==> src/rtl/lsm_expander.sv <==
// Load/store-multiple expander between fetch and decode.
// Ports: clk/reset/flush, in_valid/in_ready/in_insn, out_valid/out_ready/
//   out_insn/out_last/out_illegal/out_dovf, busy.
module lsm_expander #(
  parameter bit ENABLE_LMW  = 1'b1,
  parameter bit ENABLE_STMW = 1'b1,
  parameter int DISP_STEP   = 4
) (
  input  logic        clk,
  input  logic        reset,
  input  logic        flush,
  input  logic        in_valid,
  output logic        in_ready,
  input  logic [31:0] in_insn,
  output logic        out_valid,
  input  logic        out_ready,
  output logic [31:0] out_insn,
  output logic        out_last,
  output logic        out_illegal,
  output logic        out_dovf,
  output logic        busy
);

  localparam logic [5:0] OP_LMW  = 6'd46;
  localparam logic [5:0] OP_STMW = 6'd47;
  localparam logic [5:0] OP_LWZ  = 6'd32;
  localparam logic [5:0] OP_STW  = 6'd36;
  localparam logic [16:0] STEP   = 17'(DISP_STEP);

  typedef enum logic {
    IDLE,
    EXPAND
  } state_t;

  state_t      r_state;
  logic        r_out_valid;
  logic [31:0] r_out_insn;
  logic        r_out_last;
  logic        r_out_illegal;
  logic        r_out_dovf;
  logic        r_op_st;
  logic [4:0]  r_ra;
  logic [4:0]  r_cnt;
  logic [16:0] r_disp;

  state_t      w_state_n;
  logic        w_out_valid_n;
  logic [31:0] w_out_insn_n;
  logic        w_out_last_n;
  logic        w_out_illegal_n;
  logic        w_out_dovf_n;
  logic        w_op_st_n;
  logic [4:0]  w_ra_n;
  logic [4:0]  w_cnt_n;
  logic [16:0] w_disp_n;

  logic [5:0]  w_opc;
  logic [4:0]  w_rt;
  logic [4:0]  w_ra;
  logic [15:0] w_d;
  logic [16:0] w_d_ext;
  logic        w_is_lmw;
  logic        w_is_stmw;
  logic        w_lmw_bad;
  logic        w_expand;
  logic        w_accept;
  logic        w_disp_ovf;

  assign w_opc   = in_insn[31:26];
  assign w_rt    = in_insn[25:21];
  assign w_ra    = in_insn[20:16];
  assign w_d     = in_insn[15:0];
  assign w_d_ext = {w_d[15], w_d};

  assign w_is_lmw  = ENABLE_LMW && (w_opc == OP_LMW);
  assign w_is_stmw = ENABLE_STMW && (w_opc == OP_STMW);
  // LMW whose range would overwrite its own base register.
  assign w_lmw_bad = w_is_lmw && (w_ra != 5'd0) && (w_rt <= w_ra);
  assign w_expand  = (w_is_lmw && !w_lmw_bad) || w_is_stmw;

  assign in_ready = (r_state == IDLE) && !flush
                    && (!r_out_valid || out_ready);
  assign w_accept = in_valid && in_ready;

  // 17-bit displacement is outside 16-bit signed range.
  assign w_disp_ovf = r_disp[16] ^ r_disp[15];

  always_comb begin
    w_state_n       = r_state;
    w_out_valid_n   = r_out_valid;
    w_out_insn_n    = r_out_insn;
    w_out_last_n    = r_out_last;
    w_out_illegal_n = r_out_illegal;
    w_out_dovf_n    = r_out_dovf;
    w_op_st_n       = r_op_st;
    w_ra_n          = r_ra;
    w_cnt_n         = r_cnt;
    w_disp_n        = r_disp;
    if (flush) begin
      w_state_n     = IDLE;
      w_out_valid_n = 1'b0;
    end else begin
      case (r_state)
        IDLE: begin
          if (w_accept) begin
            w_out_valid_n = 1'b1;
            w_out_dovf_n  = 1'b0;
            if (w_expand) begin
              w_out_insn_n    = {w_is_stmw ? OP_STW : OP_LWZ,
                                 w_rt, w_ra, w_d};
              w_out_illegal_n = 1'b0;
              if (w_rt == 5'd31) begin
                w_out_last_n = 1'b1;
              end else begin
                w_out_last_n = 1'b0;
                w_state_n    = EXPAND;
                w_op_st_n    = w_is_stmw;
                w_ra_n       = w_ra;
                w_cnt_n      = w_rt + 5'd1;
                w_disp_n     = w_d_ext + STEP;
              end
            end else begin
              w_out_insn_n    = in_insn;
              w_out_last_n    = 1'b1;
              w_out_illegal_n = w_lmw_bad;
            end
          end else if (out_ready) begin
            w_out_valid_n = 1'b0;
          end
        end
        EXPAND: begin
          if (r_out_valid && out_ready) begin
            w_out_valid_n   = 1'b1;
            w_out_insn_n    = {r_op_st ? OP_STW : OP_LWZ,
                               r_cnt, r_ra, r_disp[15:0]};
            w_out_last_n    = (r_cnt == 5'd31);
            w_out_illegal_n = 1'b0;
            w_out_dovf_n    = w_disp_ovf;
            w_cnt_n         = r_cnt + 5'd1;
            w_disp_n        = r_disp + STEP;
            if (r_cnt == 5'd31) begin
              w_state_n = IDLE;
            end
          end
        end
        default: begin
          w_state_n     = IDLE;
          w_out_valid_n = 1'b0;
        end
      endcase
    end
  end

  always_ff @(posedge clk) begin
    if (reset) begin
      r_state       <= IDLE;
      r_out_valid   <= 1'b0;
      r_out_insn    <= '0;
      r_out_last    <= 1'b0;
      r_out_illegal <= 1'b0;
      r_out_dovf    <= 1'b0;
      r_op_st       <= 1'b0;
      r_ra          <= '0;
      r_cnt         <= '0;
      r_disp        <= '0;
    end else begin
      r_state       <= w_state_n;
      r_out_valid   <= w_out_valid_n;
      r_out_insn    <= w_out_insn_n;
      r_out_last    <= w_out_last_n;
      r_out_illegal <= w_out_illegal_n;
      r_out_dovf    <= w_out_dovf_n;
      r_op_st       <= w_op_st_n;
      r_ra          <= w_ra_n;
      r_cnt         <= w_cnt_n;
      r_disp        <= w_disp_n;
    end
  end

  assign out_valid   = r_out_valid;
  assign out_insn    = r_out_insn;
  assign out_last    = r_out_last;
  assign out_illegal = r_out_illegal;
  assign out_dovf    = r_out_dovf;
  assign busy        = (r_state == EXPAND);

endmodule

==> config.mk <==
export PLATFORM = sky130hd
export DESIGN_NAME = lsm_expander
export DESIGN_NICKNAME = d
export VERILOG_FILES = /design/src/rtl/lsm_expander.sv
export SDC_FILE = /design/constraint.sdc
export NUM_CORES = 1
export LEC_CHECK = 0
export ABC_AREA = 1
export BUFFER_PORTS_ARGS = -buffer_cell sky130_fd_sc_hd__buf_2
export CAP_MARGIN = 10
export CORE_MARGIN = 4
export CORE_UTILIZATION = 42
export CTS_BUF_LIST = sky130_fd_sc_hd__clkbuf_16
export CTS_CLUSTER_DIAMETER = 150
export DETAILED_ROUTE_END_ITERATION = 6
export MAX_ROUTING_LAYER = met4
export PLACE_DENSITY_LB_ADDON = 0.25
export REMOVE_ABC_BUFFERS = 1
export SLEW_MARGIN = 20
export SYNTH_ARGS = -nofsm -noshare
export SYNTH_HDL_FRONTEND = slang
export SYNTH_SLANG_ARGS = --single-unit
export TNS_END_PERCENT = 20
==> constraint.sdc <==
create_clock -name clk -period 2.4 [get_ports clk]
set_clock_uncertainty 0.1 [all_clocks]
set_input_delay 0 -clock clk [delete_from_list [all_inputs] [get_ports clk]]
set_output_delay 0 -clock clk [all_outputs]
set_load 0.05 [all_outputs]
==> flow_metrics.tcl <==
set metrics [dict create \
    dpl.hpwl_mm 7.30 \
    synth_most_common_cell "nand2_1" \
    grt_pass1_wl_mm 17.9 \
    grt_usage 0.218 \
    fin_cells 791 \
    cts_setup_buffers 0 \
    holdPathStages 5 \
    synthFlopType "dfxtp_1" \
    critPathLaunchType "register" \
    detail-route-antenna-nets 0 \
    crit_type "reg -> reg" \
    synth_area_um2 3750 \
    synth_commonest_cells "162 x nand2_1, 74 x nor2_1, 65 x dfxtp_1, 60 x inv_1, 51 x o21ai_0" \
    drc 0 \
    cp.required_ns 2.51 \
    coreArea_um2 8720 \
    htreeDepth 3 \
    crit_chain "a211oi_2 > nand2_1 > nand2_2 > clkinv_1 > nor2_1 > nor2_1" \
    dr.pass1.iters 4 \
    slew-limit-headroom 0.588 \
    synth-compound-area-share 0.162 \
    r2r_cells 6 \
    netlist_instances 580 \
    synth_xor_area_frac 0.0210 \
    place_inst 744 \
    avgSynthCellArea_um2 6.47 \
    cp-end-kind "register" \
    cts_tree "yes" \
    netlist_top_cells_area "dfxtp_1 35%, nand2_1 16%, nor2_1 7.4%" \
    finalCriticalPeriod_ns 2.15 \
    status "complete, no violations" \
    nFillCells 883 \
    ys_ff_latch 65 \
    via_per_inst 5.22 \
    path_depth 6 \
    fin_crit_sh 0.894 \
    synth_fa_ha_area_frac 0.0267 \
    rsz0062_at_grt "no" \
    final_util 0.546 \
    wire_per_inst_um 13.8 \
    dieArea_um2 10500 \
    gp_congestion 0.855 \
    ys_warn_count 0 \
    num_io_pins 75 \
    drt-initial-drc-count 92 \
    yosysSeqAreaShare 0.347 \
    synth_top_family_by_area "simple AND/OR/NAND/NOR gates" \
    synth-simple-area-share 0.338 \
    synth_edf_count 0 \
    num_vias 4126 \
    yosys.area.top_type_share 0.347 \
    synth.area.mux_share 0 \
    synth_cell_types 40 \
    maxCapViolCount 0 \
    num_antenna_cells 0 \
    cpMostUsedCell "nor2_1" \
    final-setup-viol-count 0 \
    arrival_ns 2.26 \
    slew_violations 0 \
    fin_tns_setup_ns 0 \
    tightest_slew_ns 0.618 \
    drive_gt1_frac 0.165 \
    fmax_ghz 0.466 \
    power_density_nw_per_um2 583 \
    cts_root_buffer "clkbuf_16" \
    cp_top_family "simple AND/OR/NAND/NOR gates" \
    max_stage_delay_ns 0.42 \
    min_path_type "in -> reg" \
    total_power_mw 2.78 \
    p_leak_nw 2.27 \
    grt_pass1_vias 3879 \
    ir_drop_uv 288 \
    die_y_um 103 \
    async_reset_ff_frac 0 \
    drt_wl_total_mm 10.9 \
    layout.nets 725 \
    path_clk_slew_ns 0.06 \
    clk_path_buf_depth 2 \
    cts_num_sinks 65 \
    initial_utilization 0.430 \
    row_count 34 \
    dieWidth_um 103 \
    cts_buffers 9 \
    crit_fanout 19 \
    hold_viol 0 \
    critPathSlowestCell "dfxtp_1" \
    grt-ovfl-total 0 \
    grt_max_degree 36 \
    antenna_found_initial 0 \
    synth.largest_area_cell "dfxtp_1" \
    crit_buf_inv 1 \
    port_buffers 74 \
    syn2layout_area_growth_pct 26.9 \
    clk_latency_ns 0.33 \
]
## worst min-delay path, stage by stage
cell and delay, ns:
buf_2 0.12, nand2_1 0.07, o21ai_1 0.09, nor2_1 0.11, nor2_1 0.05
## cell families (layout without fill, tap and decap cells)
group,count (synthesis),count (layout)
simple gates,296,297
compound gates,110,110
buf+inv,92,194
flops,65,65
xor+xnor,9,9
fa+ha+maj,8,8
## cell usage in the layout, fill, tap and decap left out, types with 9 or more instances in the layout
master / n
nand4_1: 26
dfxtp_1: 65
nand3_1: 16
buf_2: 74
o21ai_0: 51
nor2_1: 74
dlygate4sd3_1: 32
a31oi_1: 19
inv_1: 61
a21oi_1: 28
nand2_1: 162
clkbuf_16: 9
## worst paths after layout
| path | startpoint | end | slack, ns |
|---|---|---|---|
| setup / recovery | busy$_SDFF_PP0_ | out_insn[2]$_SDFFE_PP0P_ | 0.25 |
| hold / removal | in_insn[25] | out_insn[25]$_SDFFE_PP0P_ | 0.06 |
| setup reg to reg | busy$_SDFF_PP0_ | out_insn[2]$_SDFFE_PP0P_ | 0.25 |
| hold reg to reg | r_ra[2]$_SDFFE_PP0P_ | r_ra[2]$_SDFFE_PP0P_ | 0.36 |
## sequential cells by signal, summed over array words and instances, names as in the netlist
register	count
out_insn	32
busy	1
r_ra	5
r_op_st	1
r_cnt	5
r_disp	17
out_valid	1
out_last	1
out_illegal	1
out_dovf	1
## cell type report
type,count,area [um2],share of cell area
Clock inverter,5,26.3,0.00551
Inverter,66,248,0.0520
Tap cell,108,135,0.0284
Sequential cell,65,1300,0.273
Multi-Input combinational cell,424,2080,0.436
Timing Repair Buffer,114,751,0.158
Clock buffer,9,225,0.0473
## power by group
group	switching [mW]	internal, mW
sequential	0.0215	1.12
clock	0.481	0.677
combinational	0.324	0.151
## metrics by stage
step / hold slack, ns / cell area, um2 / setup slack, ns
6_report: 0.0609 / 4760 / 0.254
3_5_place_dp: 0.158 / 4170 / 0.316
2_1_floorplan: -0.0309 / 3600 / -1.62
5_1_grt: 0.128 / 4760 / 0.0751
3_3_place_gp: 0.157 / 4170 / 0.370
4_1_cts: 0.0587 / 4740 / 0.109
## timing repair
action,CTS,global route
endpoints found under the setup margin,0,21
gates resized for setup,0,2
hold endpoints to repair,39,0
hold buffers,32,0
## routing by layer
layer,global-route usage,routed length [um]
met3,0.0392,589
met4,0.0646,173
met5,-,0
met1,0.252,4750
met2,0.385,5430
(Power assumes the default switching activity.)
